===== src/rtl/fp_iter_seq_ctrl.sv =====
// Sequencing controller for the iterative divide/sqrt mantissa datapaths:
// load, N iterate cycles, done pulse, with stall, flush and re-trigger hold.
module fp_iter_seq_ctrl #(
  parameter int ITERS_SQRT = 26,
  parameter int ITERS_DIV  = 27,
  parameter int CNT_W      = 8
) (
  input  logic             in_Clk,
  input  logic             in_Rst_N,
  input  logic             in_start,
  input  logic             in_mode,
  input  logic             in_flush,
  output logic             out_load,
  output logic             out_shift_en,
  output logic [CNT_W-1:0] out_iter_idx,
  output logic             out_busy,
  output logic             out_done,
  output logic             out_stall,
  output logic             out_mode
);

  localparam logic [2:0] S_IDLE = 3'd0;
  localparam logic [2:0] S_LOAD = 3'd1;
  localparam logic [2:0] S_ITER = 3'd2;
  localparam logic [2:0] S_DONE = 3'd3;
  localparam logic [2:0] S_HOLD = 3'd4;

  localparam logic [CNT_W-1:0] LAST_SQRT = CNT_W'(ITERS_SQRT - 1);
  localparam logic [CNT_W-1:0] LAST_DIV  = CNT_W'(ITERS_DIV - 1);

  logic [2:0]       state_q, state_d;
  logic [CNT_W-1:0] cnt_q, cnt_d;
  logic             mode_q, mode_d;
  logic             last;

  // N-1 fits in CNT_W bits even for N = 2^CNT_W, so no wrap is needed
  assign last = (cnt_q == (mode_q ? LAST_SQRT : LAST_DIV));

  always_comb begin
    state_d = state_q;
    cnt_d   = cnt_q;
    mode_d  = mode_q;
    if (in_flush) begin
      state_d = in_start ? S_HOLD : S_IDLE;
      cnt_d   = '0;
    end else begin
      unique case (state_q)
        S_IDLE: begin
          if (in_start) begin
            state_d = S_LOAD;
            mode_d  = in_mode;
          end
        end
        S_LOAD: begin
          state_d = S_ITER;
          cnt_d   = '0;
        end
        S_ITER: begin
          if (last) begin
            state_d = S_DONE;
            cnt_d   = '0;
          end else begin
            cnt_d = cnt_q + 1'b1;
          end
        end
        S_DONE: state_d = in_start ? S_HOLD : S_IDLE;
        S_HOLD: state_d = in_start ? S_HOLD : S_IDLE;
        default: begin
          state_d = S_IDLE;
          cnt_d   = '0;
        end
      endcase
    end
  end

  always_ff @(posedge in_Clk or negedge in_Rst_N) begin
    if (!in_Rst_N) begin
      state_q <= S_IDLE;
      cnt_q   <= '0;
      mode_q  <= 1'b0;
    end else begin
      state_q <= state_d;
      cnt_q   <= cnt_d;
      mode_q  <= mode_d;
    end
  end

  assign out_load     = (state_q == S_LOAD);
  assign out_shift_en = (state_q == S_ITER);
  assign out_iter_idx = out_shift_en ? cnt_q : '0;
  assign out_busy     = out_load | out_shift_en;
  assign out_done     = (state_q == S_DONE);
  assign out_mode     = mode_q;

  // Stall is held low during reset and in DONE/HOLD
  assign out_stall = in_Rst_N & in_start & ~in_flush &
                     ((state_q == S_IDLE) | out_busy);

endmodule


===== config.mk =====
export PLATFORM = sky130hd
export DESIGN_NAME = fp_iter_seq_ctrl
export DESIGN_NICKNAME = d
export VERILOG_FILES = /design/src/rtl/fp_iter_seq_ctrl.sv
export SDC_FILE = /design/constraint.sdc
export NUM_CORES = 1
export LEC_CHECK = 0
export CORE_MARGIN = 2
export CORE_UTILIZATION = 45
export CTS_BUF_LIST = sky130_fd_sc_hd__clkbuf_8
export DETAILED_ROUTE_END_ITERATION = 10
export PLACE_DENSITY = 0.84
export SYNTH_ARGS = -nofsm -noshare
export SYNTH_HDL_FRONTEND = slang
export SYNTH_SLANG_ARGS = --single-unit

===== constraint.sdc =====
create_clock -name in_Clk -period 1.6 [get_ports in_Clk]
set_input_delay 0.16 -clock in_Clk [delete_from_list [all_inputs] [get_ports in_Clk]]
set_output_delay 0.16 -clock in_Clk [all_outputs]
set_load 0.01 [all_outputs]

==> results of run 1 <==
## worst max-delay path: stages (launching register included)
cell and delay, ns:
dfrtp_1 0.37, or3b_4 0.44, clkinvlp_4 0.11, buf_6 0.08
and2_4 0.13, buf_6 0.09
## worst paths after layout
| kind | from | endpoint | slack, ns | cells past startpoint |
|---|---|---|---|---|
| worst max-delay path | state_q[0] | out_iter_idx[2] | -0.02 | 5 |
| worst min-delay path | in_Rst_N | cnt_q[6] | 0.30 | 2 |
| worst max register to register | state_q[0] | state_q[0] | 0.01 | 4 |
| worst min register to register | out_mode | out_mode | 0.55 | 1 |
| max in group asynchronous | in_Rst_N | state_q[1] | 1.14 | 2 |
| min in group in_Clk | in_flush | state_q[0] | 0.35 | 4 |
## logic make-up (layout without fill, tap and decap cells)
logic type / Yosys count / after routing
buffers and inverters: 5 / 37
AND/OR/NAND/NOR: 44 / 44
AO/OA/AOI/OAI: 16 / 17
adder cells (fa/ha/maj): 1 / 1
flip-flops: 12 / 12
multiplexers: 2 / 2
XOR/XNOR: 3 / 3
## report_power, final
part / leakage [µW] / switching, µW / total [µW] / internal, µW
logic: 0.000332 / 70.5 / 147 / 76.6
registers: 0.000163 / 10.7 / 328 / 318
clock network: 0.0000216 / 104 / 269 / 165
total: 0.000517 / 185 / 744 / 559
## timing repair
action | in CTS | in global routing
pin swaps | 2 | 2
endpoints found under the hold margin | 0 | 0
gates resized for setup | 43 | 9
setup endpoints to repair | 15 | 11
buffers inserted | 2 | 0
gates cloned | 2 | 0
## metal layers
metal	routed length (µm)	share of wire, %
met5	0	0
met4	76	3.8
met3	123	6.1
met2	1000	50
met1	803	40
## sequential cells by signal, summed over array words and instances, names as in the netlist
signal and cells:
cnt_q 8, out_mode 1, state_q 3
## through the flow
stage,worst slack [ns],hold slack (ns),total power (µW),instances
after floorplan,0.0451,-0.136,399,83
after global placement,-0.149,0.535,468,125
after detailed placement,-0.183,0.537,472,125
after CTS,-0.0393,0.299,746,132
after global routing,-0.0725,0.322,775,132
final,-0.0233,0.305,744,132
## synthesized netlist by cell type (all sizes together) (2+ instances only)
| master | n |
|---|---|
| nor4 | 2 |
| inv | 2 |
| dfrtp | 12 |
| a21oi | 4 |
| nand2b | 2 |
| nor3b | 2 |
| o21ai | 6 |
| and2 | 9 |
| nand3 | 4 |
| nor3 | 5 |
| buf | 2 |
| nand2 | 7 |
| xnor2 | 3 |
| nor2 | 4 |
## final cells by class
cell class	instances	area [µm²]
inverter	2	10.0
sequential	12	300
tap	16	20.0
fill	121	435
timing repair inverter	1	7.51
timing repair buffer	31	260
clock buffer	3	41.3
multi-input combinational	67	467
## placed cells by master, fill, tap and decap left out, types with 4 or more instances in the layout
cell	Yosys	layout
and2_1	9	6
a21oi_1	4	4
nand3_1	4	4
buf_2	0	5
clkdlybuf4s50_1	0	4
buf_6	1	5
dfrtp_1	12	12
nor3_1	5	4
dlygate4sd2_1	0	5
buf_4	1	11
nand2_1	7	7
==> run metrics, run 1 <==
met3 global-route usage 5.60%; initial antenna violation count 0; cell area after synthesis 763 µm²; Synth area leader dfrtp_1; Synth area leaders dfrtp_1 (39%), and2_1 (7.4%), nand2_1 (3.4%); die area roughly 0.0020 mm²; clock slew at reported path FFs roughly 0.050 ns; sequential element share of the synthesized area 39.3%; Total GRT Usage 21.7%; number of global-route vias before repair 772; GR peak layer met2; IO Pins 19; Post-Synth XOR/XNOR Area 3.44%; fraction of layout cells with a size suffix above 1 a little over a third; vias post-DR 796; met1 usage approximately 23%; Arrival @ worst endpoint about 1.5 ns; first-pass GRT wire length 3180 µm; Final Slew Violations 0; worst min path class in -> async; total CTS buffers 3; Net Count, Synth a little under 90; Crit. End Element primary output; main combinational cell family by area after synthesis simple AND/OR/NAND/NOR gates; Routed WL per cell 15.2 µm; gpl congestion between 0.8 and 0.9; simple-gate share of the synthesized area 33.9%; # diodes 0; Iter 0 DRT Violations 15; DP Wirelength 1300 µm; fin area 0.00111 mm²; clk sinks 12; fin crit period 1.62 ns; Final TNS setup -0.0422 ns; fin util a little under three quarters; residual DRC count 0; final net count 124; residual overflow from global routing 0; Synth Area per Inst 9.20 µm²; Rows 14; Post-DRT Antenna Nets 0; die height 45.2 µm; leakage between 0.0005 and 0.0006 µW; failing checks setup timing; post-synthesis cell type count 35; Max-cap violations 0; worst endpoint required time 1.44 ns; port bufs 18; total routed wirelength 2010 µm; Worst slew margin between 60% and 70%; fmax 616 MHz; Bufs on Longest Clock Path 2; pwr/cell area 673 mW/mm²; largest net degree at the start of global routing 13; vias per std cell 6.03; Worst-Margin Slew 0.471 ns; Starting Density 49.5%; proportion of synthesized area in mux cells under 10%; Setup Skew 0.000487 ns; Final Hold Violating Endpoints 0; final worst slack -0.0233 ns; main flop type after synthesis dfrtp_1; critical path fanouts, max 4; CTS tree done; CTS root buf clkbuf_8; post-synthesis register bit count 12; Setup CP Type reg -> out; final worst-path cycle share 101%; Area after DPL 0.00102 mm²; clock latency on the worst-skew pair 0.24 ns; Hold Buf Count CTS 0; CP Launch Type flop; RSZ-0062 raised after global routing true; status finished with violations; First-pass DRT Iterations 4; met2 Use GR 38.0%; chip width 45.2 µm; Core Box Area 0.00154 mm²; P&R area growth vs syn 44.9%; peak supply drop ~510 µV; yosys warns 0; complex-gate fraction of the synthesized area 14.9%; H-Tree Depth 1; adder-cell share of the synthesized area under 10%; Async S/R FF share, synth 100%; Yosys top cell area share 39.3%; count of flip-flops with a built-in enable after synthesis 0; synthesized instance count between 80 and 90; Final Setup Violations 2
(Power assumes the default switching activity.)
==> inputs of run 2 (changes only) <==
HOLD_SLACK_MARGIN = 0.08   (was default)
==> results of run 2 <==
Same layout as run 1: the final DEF is identical, and so are final timing and power.
